`src/rtl/peltier_regulator.sv`:
```
// Closed-loop Peltier temperature regulator: polls the MCP3008 interface once per
// PERIOD, runs a shift-scaled PI law on the returned code and drives an 8-bit duty.
`timescale 1ns/1ps
module peltier_regulator #(
    parameter logic [2:0]  CHANNEL  = 3'd0,
    parameter int unsigned PERIOD   = 1_000_000,
    parameter int unsigned TIMEOUT  = 4096,
    parameter int unsigned KP_SHIFT = 2,
    parameter int unsigned KI_SHIFT = 6,
    parameter logic [9:0]  LIMIT    = 10'd1000
) (
    input  logic        clk,
    input  logic        rst,
    input  logic        enable,
    input  logic [9:0]  setpoint,
    output logic        sample_req,
    input  logic [15:0] sample_in,
    input  logic        sample_avail,
    output logic        sample_accept,
    output logic [7:0]  duty_out,
    output logic        over_temp,
    output logic        no_response
);

    localparam int unsigned TW = $clog2(PERIOD);
    localparam int unsigned OW = $clog2(TIMEOUT);
    localparam logic [TW-1:0] TICK_LOAD = TW'(PERIOD - 1);
    localparam logic [OW-1:0] TMO_LAST  = OW'(TIMEOUT - 1);

    typedef enum logic [2:0] {
        IDLE, WAIT_TICK, REQ, WAIT_DATA, CALC1, CALC2, DRAIN
    } state_t;

    state_t state, next_state;

    logic [TW-1:0]       tick_cnt;
    logic [OW-1:0]       tmo_cnt;
    logic                tick, tmo_last, req_second, chan_match;
    logic [9:0]          code_r;
    logic signed [10:0]  err_now, err_r;
    logic signed [15:0]  integ, integ_next;
    logic signed [16:0]  integ_sum;
    logic signed [19:0]  err_ext, integ_ext, pi_sum;
    logic [7:0]          duty_clamped;
    logic                unused_bits;

    assign unused_bits = ^sample_in[15:13];
    assign tick        = (tick_cnt == '0);
    assign tmo_last    = (tmo_cnt == TMO_LAST);
    assign chan_match  = (sample_in[12:10] == CHANNEL);

    always_ff @(posedge clk or posedge rst) begin
        if (rst) state <= IDLE;
        else     state <= next_state;
    end

    always_comb begin
        next_state    = state;
        sample_req    = 1'b0;
        sample_accept = 1'b0;
        case (state)
            IDLE:      if (enable) next_state = WAIT_TICK;
            WAIT_TICK: begin
                if (!enable)   next_state = IDLE;
                else if (tick) next_state = REQ;
            end
            REQ: begin
                sample_req = 1'b1;
                if (!enable)         next_state = IDLE;
                else if (req_second) next_state = WAIT_DATA;
            end
            WAIT_DATA: begin
                // An in-flight conversion must be drained so it cannot be used after re-enable
                if (!enable) next_state = DRAIN;
                else if (sample_avail) begin
                    sample_accept = 1'b1;
                    next_state    = chan_match ? CALC1 : WAIT_TICK;
                end else if (tmo_last) next_state = WAIT_TICK;
            end
            CALC1: next_state = enable ? CALC2 : IDLE;
            CALC2: next_state = enable ? WAIT_TICK : IDLE;
            DRAIN: begin
                if (sample_avail) begin
                    sample_accept = 1'b1;
                    next_state    = IDLE;
                end else if (tmo_last) next_state = IDLE;
            end
            default: next_state = IDLE;
        endcase
    end

    always_comb begin
        err_now    = {1'b0, code_r} - {1'b0, setpoint};
        integ_sum  = {integ[15], integ} + {{6{err_now[10]}}, err_now};
        // Saturate instead of wrapping when the 17-bit sum leaves the 16-bit range
        if (integ_sum[16] != integ_sum[15])
            integ_next = integ_sum[16] ? 16'sh8000 : 16'sh7FFF;
        else
            integ_next = integ_sum[15:0];
        err_ext    = {{9{err_r[10]}}, err_r};
        integ_ext  = {{4{integ[15]}}, integ};
        pi_sum     = (err_ext <<< KP_SHIFT) + (integ_ext >>> KI_SHIFT);
        if (pi_sum[19])               duty_clamped = '0;
        else if (pi_sum > 20'sd255)   duty_clamped = '1;
        else                          duty_clamped = pi_sum[7:0];
    end

    always_ff @(posedge clk or posedge rst) begin
        if (rst) begin
            tick_cnt    <= '0;
            tmo_cnt     <= '0;
            req_second  <= 1'b0;
            code_r      <= '0;
            err_r       <= '0;
            integ       <= '0;
            duty_out    <= '0;
            over_temp   <= 1'b0;
            no_response <= 1'b0;
        end else begin
            tick_cnt   <= (state == IDLE || tick) ? TICK_LOAD : tick_cnt - 1'b1;
            req_second <= (state == REQ) && !req_second;
            tmo_cnt    <= (state == next_state && (state == WAIT_DATA || state == DRAIN))
                          ? tmo_cnt + 1'b1 : '0;
            case (state)
                IDLE: begin
                    integ       <= '0;
                    duty_out    <= '0;
                    over_temp   <= 1'b0;
                    no_response <= 1'b0;
                end
                WAIT_DATA: begin
                    if (enable && sample_avail) code_r <= sample_in[9:0];
                    if (enable && !sample_avail && tmo_last) begin
                        no_response <= 1'b1;
                        duty_out    <= '0;
                    end
                end
                CALC1: begin
                    err_r <= err_now;
                    integ <= integ_next;
                    if (code_r >= LIMIT) over_temp <= 1'b1;
                end
                CALC2: duty_out <= (over_temp || no_response) ? '0 : duty_clamped;
                default: ;
            endcase
        end
    end

endmodule

```
`config.mk`:
```
export PLATFORM = sky130hd
export DESIGN_NAME = peltier_regulator
export DESIGN_NICKNAME = d
export VERILOG_FILES = /design/src/rtl/peltier_regulator.sv
export SDC_FILE = /design/constraint.sdc
export NUM_CORES = 1
export LEC_CHECK = 0
export CAP_MARGIN = 20
export CORE_MARGIN = 2
export CORE_UTILIZATION = 35
export DETAILED_ROUTE_END_ITERATION = 10
export GPL_ROUTABILITY_DRIVEN = 1
export PLACE_DENSITY = 0.61
export SETUP_SLACK_MARGIN = 0.02
export SLEW_MARGIN = 5
export SYNTH_ARGS = -nofsm -noshare
export SYNTH_HDL_FRONTEND = slang
export SYNTH_SLANG_ARGS = --single-unit
```
`constraint.sdc`:
```
create_clock -name clk -period 9.2 [get_ports clk]
set_input_delay 1.84 -clock clk [delete_from_list [all_inputs] [get_ports clk]]
set_output_delay 1.84 -clock clk [all_outputs]
set_load 0.01 [all_outputs]
```
==> flow_metrics.env, run 1 <==
export IMPL_wirelength_mm=11.62
export IMPL_worstPathRequired_ns=9.42
export IMPL_hold_viol_final=0
export IMPL_cts_made_buffers=9
export IMPL_tightest_slew_ns=0.8905
export IMPL_synth_ff_type="dfrtp_1"
export IMPL_drcViolationCount=0
export IMPL_grt_use_total=0.1500
export IMPL_min_period_over_period=0.7298
export IMPL_final_cell_count_no_fill=781
export IMPL_io_buffers=38
export IMPL_die_y_um=127
export IMPL_routed_via_density=5.277
export IMPL_ys_types=57
export IMPL_cts_sinks=83
export IMPL_max_cap_violations=0
export IMPL_clockRootBuffer="clkbuf_16"
export IMPL_post_cts_resized=0
export IMPL_overflow=0
export IMPL_holdBufCountCts=0
export IMPL_yosysMostFrequentCell="dfrtp_1"
export IMPL_antenna_found_initial=0
export IMPL_synth_commonest_cells="dfrtp_1, nor2_1, nand2_1, ha_1, inv_1"
export IMPL_coreArea_um2=14640
export IMPL_synthesis_nets=626
export IMPL_ant_nets=0
export IMPL_grt_start_max_net_pins=84
export IMPL_start_util=0.3616
export IMPL_placed_cells=765
export IMPL_num_rows=44
export IMPL_place_ws_ns=2.123
export IMPL_clk_pin_slew_ns=0.06
export IMPL_clock_path_buffers=2
export IMPL_slew_violations=0
export IMPL_ioPinCount=42
export IMPL_tns_ns=0
export IMPL_post_dp_cell_area_um2=5873
export IMPL_syn_area_um2=5295
export IMPL_vias=4121
export IMPL_place_gp_congestion=0.8409
export IMPL_setup_worst_path_end_class="flip-flop"
export IMPL_drt_pass1_iter_count=4
export IMPL_critPathLaunchType="primary input"
export IMPL_fin_skew_ns=0.008033
export IMPL_first_global_vias=4133
export IMPL_drt_iter0_drc=214
export IMPL_min_path_type="flip-flop to flip-flop"
export IMPL_finalSetupViolations=0
export IMPL_final_nets=666
export IMPL_ir_drop_uv=74.32
export IMPL_ys_seq_area_frac=0.3922
export IMPL_syn_avg_cell_area_um2=9.575
export IMPL_drive_above_1_share=0.08710
export IMPL_clock_fmax_mhz=148.9
export IMPL_ys_warn_count=0
export IMPL_synth_seq_cells=83
export IMPL_synth_top_cell_by_area="dfrtp_1"
export IMPL_async_flop_share=1.000
export IMPL_final_area_um2=6211
export IMPL_worstPathArrival_ns=6.93
export IMPL_wl_per_cell_um=14.87
export IMPL_setup_ws_ns=2.486
export IMPL_fillers=1447
export IMPL_post_cts_setup_buffers=0
export IMPL_power_density_nw_per_um2=140.1
export IMPL_dpl_hpwl_mm=8.623
export IMPL_die_x_um=127
export IMPL_rsz0062_at_grt="false"
export IMPL_die_area_um2=16130
export IMPL_htreeDepth=3
export IMPL_p_leak_nw=2.795
export IMPL_synth_edf_count=0
export IMPL_syn2layout_area_growth_pct=17.30
export IMPL_synth_area_leaders="dfrtp_1, ha_1, xnor2_1"
export IMPL_yosys_area_top_type_share=0.3922
export IMPL_critical_path_class="primary input to flip-flop"
export IMPL_relSlewSlack=0.4031
export IMPL_period_minus_slack_ns=6.714
export IMPL_netlist_instances=553
export IMPL_num_antenna_cells=0
export IMPL_path_max_fanout=9
export IMPL_cts_tree="yes"
export IMPL_grt_pass1_wl_mm=19.69
export IMPL_clk_latency_ns=0.34
export IMPL_run_status="finished, final reports clean"
## area by class of cell
class	count	area, um^2	area share
clock buffers	11	242.7	0.03908
clock inverters	4	75.07	0.01209
inverters	37	140.1	0.02256
multi-input cells	421	3030	0.4879
flip-flops and latches	83	2077	0.3344
well taps	184	230.2	0.03707
repair buffers	41	415.4	0.06688
## worst max-delay path, cell delays in order
cell and delay [ns]:
clkdlybuf4s50_1 0.45, inv_1 0.06, ha_1 0.28, nor2b_1 0.12, o21ai_0 0.19, a21boi_0 0.17, o31a_1 0.30, o211ai_1 0.32
nand2_1 0.08, o311ai_0 0.55, ha_1 0.40, and3_1 0.24, a221oi_1 0.24, o21ai_0 0.15, a211oi_1 0.28, xor2_1 0.38
a21oi_1 0.30, buf_4 0.27, a221o_1 0.30
## final timing paths
path / from / to / slack, ns / depth (start not counted)
worst max register to register: code_r[0] / integ[11] / 4.08 / 19
worst min register to register: req_second / req_second / 0.43 / 1
max in group asynchronous: rst / state[0] / 6.63 / 4
min in group asynchronous: rst / code_r[9] / 1.95 / 3
worst min-delay path: req_second / req_second / 0.43 / 1
worst max-delay path: setpoint[1] / integ[11] / 2.49 / 19
## cells in the final DEF, fill, tap and decap left out, types with 4 or more instances in the layout
cell type / n
xnor2_1: 32
nand2b_1: 4
nand3_1: 14
o31a_1: 4
a31oi_1: 4
ha_1: 40
mux2_2: 18
nor3_1: 21
o31ai_1: 5
nor2b_1: 5
or4_4: 5
clkdlybuf4s50_1: 38
nand2_1: 42
inv_1: 36
a211oi_1: 5
xor2_1: 12
o21a_1: 12
a21o_1: 10
a221o_1: 22
or3_1: 7
dfrtp_1: 83
clkbuf_16: 9
o21bai_1: 5
nor2_1: 53
o21ai_0: 18
a21oi_1: 32
## where the power goes
group          switching, mW  internal, mW
registers            0.00755         0.372
logic                 0.0544        0.0445
clock network          0.147         0.244
total                  0.209         0.661
## cell families (layout without fill, tap and decap cells)
group                    count (synthesis)  after routing  synth area share
XOR/XNOR                                44             44           0.07278
adder cells (fa/ha/maj)                 43             43            0.1059
AO/OA/AOI/OAI                          137            137            0.1841
flip-flops                              83             83            0.3922
multiplexers                            19             19           0.04017
AND/OR/NAND/NOR                        178            178            0.1685
buffers and inverters                   49             93           0.03639
## per-stage QoR
stage / power, mW / util / hold WS, ns
2_1_floorplan: 0.4534 / - / 0.4093
3_3_place_gp: 0.4818 / 0.4011 / 0.4236
3_5_place_dp: 0.4845 / 0.4011 / 0.4270
4_1_cts: 0.8793 / 0.4228 / 0.4358
5_1_grt: 0.9047 / 0.4241 / 0.4593
6_report: 0.8699 / 0.4241 / 0.4306
## layer usage
layer,part of all wire,vias up,track usage
li1,-,2079,-
met1,0.49,1950,0.2028
met2,0.45,71,0.2394
met3,0.031,21,0.02387
met4,0.024,0,0.06464
met5,0,-,0
## sequential cells by signal, indices dropped and copies added (netlist names)
register	cells
tick_cnt	20
integ	16
tmo_cnt	12
err_r	11
code_r	10
duty_out	8
state	3
no_response	1
over_temp	1
req_second	1
Power figures use the tool's default switching activity.
==> run 2, diff against run 1 <==
- PLACE_DENSITY: 0.61 -> 0.62
- clock period: 9.2 -> 5.95 ns (I/O delays scaled with it)
==> flow_metrics.env, run 2 (same netlist as run 1, synthesis figures left out) <==
export IMPL_run_status="finished, final reports clean"
export IMPL_regMostFlops="tick_cnt"
export IMPL_critPathLaunchType="primary input"
export IMPL_min_path_type="flip-flop to flip-flop"
export IMPL_grt_use_total=0.1549
export IMPL_worstPathArrival_ns=5.69
export IMPL_cp_slowest_cell="clkdlybuf4s50_1"
export IMPL_htreeDepth=3
export IMPL_drive_above_1_share=0.1020
export IMPL_crit_top_cell="buf_4"
export IMPL_layout_commonest_cell="dfrtp_1"
export IMPL_cts_tree="yes"
export IMPL_wl_per_cell_um=14.93
export IMPL_finalPower_mw=1.323
export IMPL_routed_via_density=5.307
export IMPL_hold_start="req_second"
export IMPL_power_density_nw_per_um2=210.9
export IMPL_clockRootBuffer="clkbuf_16"
export IMPL_ir_drop_uv=121.3
export IMPL_hold_viol_final=0
export IMPL_finalSetupViolations=0
export IMPL_ioPinCount=42
export IMPL_period_minus_slack_ns=5.463
export IMPL_timing_rr_start="code_r[1]"
export IMPL_grt_pass1_wl_mm=20.04
export IMPL_worstPathRequired_ns=6.18
export IMPL_wirelength_mm=11.83
export IMPL_slew_violations=0
export IMPL_clock_path_buffers=2
export IMPL_worstSetupStartpoint="setpoint[1]"
export IMPL_fin_skew_ns=0.009985
export IMPL_rsz0062_at_grt="false"
export IMPL_min_period_over_period=0.9182
export IMPL_tns_ns=0
export IMPL_path_cells="clkdlybuf4s50_1, inv_1, ha_1, nor2b_1, o21ai_0, a21boi_0, o31a_1, o211ai_1, buf_4, nand2_1, o311ai_1, buf_4, ha_1, buf_4, nand3_1, a21oi_1, a211o_1, a41oi_1, o31a_1, a21oi_1, buf_4, a221o_1"
export IMPL_largest_reg_flops=20
export IMPL_setup_worst_path_end_class="flip-flop"
export IMPL_ant_nets=0
export IMPL_final_cell_mix="dfrtp_1, nor2_1, nand2_1, ha_1, clkdlybuf4s50_1"
export IMPL_first_global_vias=4146
export IMPL_p_leak_nw=2.842
export IMPL_vias=4203
export IMPL_num_rows=44
export IMPL_critical_path_class="primary input to flip-flop"
export IMPL_multi_input_area_um2=3025
export IMPL_clk_pin_slew_ns=0.06
export IMPL_tightest_slew_ns=0.7638
export IMPL_relSlewSlack=0.4841
export IMPL_die_area_um2=16130
export IMPL_place_gp_congestion=0.8767
export IMPL_path_max_fanout=8
export IMPL_num_antenna_cells=0
export IMPL_drcViolationCount=0
export IMPL_final_cell_count_no_fill=792
export IMPL_dpl_hpwl_mm=8.806
export IMPL_clock_fmax_mhz=183.0
export IMPL_grt_start_max_net_pins=84
export IMPL_placed_cells=774
export IMPL_cts_sinks=83
export IMPL_cts_made_buffers=9
export IMPL_antenna_found_initial=0
export IMPL_coreArea_um2=14640
export IMPL_die_x_um=127
export IMPL_finish_utilization=0.4283
export IMPL_slowest_delay_ns=0.46
export IMPL_io_buffers=38
export IMPL_overflow=0
export IMPL_clk_latency_ns=0.35
export IMPL_drt_pass1_iter_count=5
export IMPL_fillers=1373
export IMPL_holdBufCountCts=0
export IMPL_largestRegisters="tick_cnt x20, integ x16, tmo_cnt x12"
export IMPL_ff_latch_area_um2=2077
export IMPL_die_y_um=127
export IMPL_max_cap_violations=0
export IMPL_drt_iter0_drc=199
export IMPL_syn2layout_area_growth_pct=18.45
export IMPL_start_util=0.3616
export IMPL_holdWs_ns=0.4289
export IMPL_final_nets=676
## run 2: path summary, 6_finish.rpt
check | depth (start not counted) | to | slack (ns)
setup / recovery | 22 | integ[3] | 0.49
hold / removal | 1 | req_second | 0.43
setup reg to reg | 20 | integ[3] | 1.45
hold reg to reg | 1 | req_second | 0.43
max in group asynchronous | 4 | duty_out[7] | 4.18
min in group asynchronous | 3 | code_r[9] | 1.17
## run 2: final cells by class
| type | count | share of cell area |
|---|---|---|
| tap | 184 | 0.03670 |
| multi-input combinational | 421 | 0.4823 |
| sequential | 83 | 0.3311 |
| inverter | 37 | 0.02234 |
| clock buffer | 10 | 0.03651 |
| timing repair buffer | 51 | 0.07939 |
| clock inverter | 6 | 0.01157 |
## run 2: through the flow
step / worst slack, ns / cell area (um^2)
floorplan: 0.8798 / 5295
global placement: 0.1367 / 5936
detailed placement: 0.02802 / 5936
CTS: 0.3700 / 6237
global route: 0.03702 / 6272
finish: 0.4868 / 6272
## run 2: repair_timing
item,CTS,global route
hold endpoints to repair,0,0
buffers inserted,0,1
resized for setup,0,1
endpoints found under the setup margin,0,15
## run 2: worst max-delay path, delay by kind of cell
family / cells / cell delay [ns]
AND/OR/NAND/NOR: 3 / 0.26
AO/OA/AOI/OAI: 11 / 2.48
adder cells (fa/ha/maj): 2 / 0.52
buffers and inverters: 6 / 1.24
## run 2: metal layers
layer,GRT usage,vias up,share of wire,routed length (um)
met3,0.02178,16,0.029,341
met2,0.2530,62,0.47,5533
met5,0,-,0,0
met4,0.06787,0,0.021,243
li1,-,2115,-,-
met1,0.2062,2010,0.48,5707
## run 2: power breakdown
part           switching (mW)  internal, mW
clock                   0.248         0.330
sequential             0.0115         0.576
combinational          0.0853        0.0724
==> run 3, diff against run 2 <==
- CTS_BUF_LIST: not set -> sky130_fd_sc_hd__clkbuf_8
==> flow_metrics.env, run 3 (same netlist as run 1, synthesis figures left out) <==
export IMPL_final_nets=676
export IMPL_ant_nets=0
export IMPL_grt_pass1_wl_mm=19.96
export IMPL_largest_reg_flops=20
export IMPL_die_x_um=127
export IMPL_relSlewSlack=0.4783
export IMPL_overflow=0
export IMPL_io_buffers=38
export IMPL_clockRootBuffer="clkbuf_8"
export IMPL_holdWs_ns=0.4322
export IMPL_min_path_type="flip-flop to flip-flop"
export IMPL_clock_fmax_mhz=183.7
export IMPL_fillers=1390
export IMPL_largestRegisters="tick_cnt x20, integ x16, tmo_cnt x12"
export IMPL_cts_sinks=83
export IMPL_wl_per_cell_um=14.87
export IMPL_run_status="finished, final reports clean"
export IMPL_num_antenna_cells=0
export IMPL_vias=4185
export IMPL_power_density_nw_per_um2=189.3
export IMPL_cts_tree="yes"
export IMPL_place_gp_congestion=0.8767
export IMPL_tns_ns=0
export IMPL_ioPinCount=42
export IMPL_period_minus_slack_ns=5.444
export IMPL_grt_use_total=0.1538
export IMPL_holdBufCountCts=0
export IMPL_slew_violations=0
export IMPL_drive_above_1_share=0.1020
export IMPL_p_leak_nw=2.800
export IMPL_cts_made_buffers=9
export IMPL_clk_latency_ns=0.38
export IMPL_rsz0062_at_grt="false"
export IMPL_first_global_vias=4143
export IMPL_routed_via_density=5.284
export IMPL_min_period_over_period=0.9150
export IMPL_final_cell_mix="dfrtp_1, nor2_1, nand2_1, ha_1, clkdlybuf4s50_1"
export IMPL_fin_skew_ns=0.01028
export IMPL_tightest_slew_ns=0.7724
export IMPL_path_max_fanout=8
export IMPL_drt_iter0_drc=217
export IMPL_wirelength_mm=11.78
export IMPL_num_rows=44
export IMPL_dpl_hpwl_mm=8.806
export IMPL_finalSetupViolations=0
export IMPL_layout_commonest_cell="dfrtp_1"
export IMPL_start_util=0.3616
export IMPL_syn2layout_area_growth_pct=16.54
export IMPL_worstPathRequired_ns=6.21
export IMPL_clk_pin_slew_ns=0.08
export IMPL_clock_path_buffers=2
export IMPL_antenna_found_initial=0
export IMPL_htreeDepth=3
export IMPL_grt_start_max_net_pins=84
export IMPL_max_cap_violations=0
export IMPL_coreArea_um2=14640
export IMPL_die_area_um2=16130
export IMPL_regMostFlops="tick_cnt"
export IMPL_hold_viol_final=0
export IMPL_setup_worst_path_end_class="flip-flop"
export IMPL_critical_path_class="primary input to flip-flop"
export IMPL_ir_drop_uv=118.2
export IMPL_worstPathArrival_ns=5.70
export IMPL_drt_pass1_iter_count=4
export IMPL_drcViolationCount=0
export IMPL_critPathLaunchType="primary input"
export IMPL_die_y_um=127
==> run 3: what timing repair did <==
| item | 4_1_cts | 5_1_grt |
|---|---|---|
| gates resized for setup | 0 | 1 |
| endpoints found under the setup margin | 0 | 13 |
| setup buffers | 0 | 1 |
==> run 3: worst paths after layout <==
path / from / to / slack, ns / cells after the start
setup / recovery: setpoint[1] / integ[2] / 0.51 / 22
setup reg to reg: code_r[1] / integ[2] / 1.44 / 20
hold / removal: req_second / req_second / 0.43 / 1
hold reg to reg: req_second / req_second / 0.43 / 1
min in group asynchronous: rst / code_r[9] / 1.14 / 3
max in group asynchronous: rst / duty_out[7] / 4.21 / 4
==> run 3: critical path: stages <==
cell and delay, ns:
clkdlybuf4s50_1 0.46, inv_1 0.07, ha_1 0.29, nor2b_1 0.13
o21ai_0 0.20, a21boi_0 0.17, o31a_1 0.30, o211ai_1 0.19
buf_4 0.16, nand2_1 0.05, o311ai_1 0.30, buf_4 0.18
ha_1 0.23, buf_4 0.16, nand3_1 0.08, a21oi_1 0.06
a211o_1 0.27, a41oi_1 0.25, o31a_1 0.32, a21oi_1 0.13
buf_4 0.21, a221o_1 0.30
==> run 3: final cells by class <==
type,count,area [um^2],share of cell area
tap,184,230.2,0.03731
inverter,37,140.1,0.02271
clock buffer,9,123.9,0.02007
multi-input combinational,421,3025,0.4903
sequential,83,2077,0.3366
clock inverter,7,76.32,0.01237
timing repair buffer,51,498.0,0.08070
==> run 3: per-layer routing <==
metal / vias to the layer above / global-route usage / wire, um
met1: 1991 / 0.2045 / 5705
li1: 2110 / - / -
met3: 17 / 0.02303 / 366
met5: - / 0 / 0
met2: 67 / 0.2527 / 5491
met4: 0 / 0.06206 / 216
==> run 3: through the flow <==
| stage | instance area (um^2) | cells | setup slack [ns] | utilization | power (mW) |
|---|---|---|---|---|---|
| 2_1_floorplan | 5295 | 553 | 0.8798 | - | 0.7011 |
| 3_3_place_gp | 5936 | 774 | 0.1367 | 0.4053 | 0.7477 |
| 3_5_place_dp | 5936 | 774 | 0.02802 | 0.4053 | 0.7526 |
| 4_1_cts | 6136 | 790 | 0.4076 | 0.4190 | 1.175 |
| 5_1_grt | 6171 | 792 | 0.07906 | 0.4214 | 1.223 |
| 6_report | 6171 | 792 | 0.5059 | 0.4214 | 1.168 |
==> run 3: power breakdown <==
part,total [mW],switching [mW],internal [mW],leakage [nW]
Combinational,0.158,0.0855,0.0724,1.64
Sequential,0.587,0.0115,0.575,1.06
Clock,0.424,0.227,0.197,0.102
Total,1.17,0.324,0.844,2.80
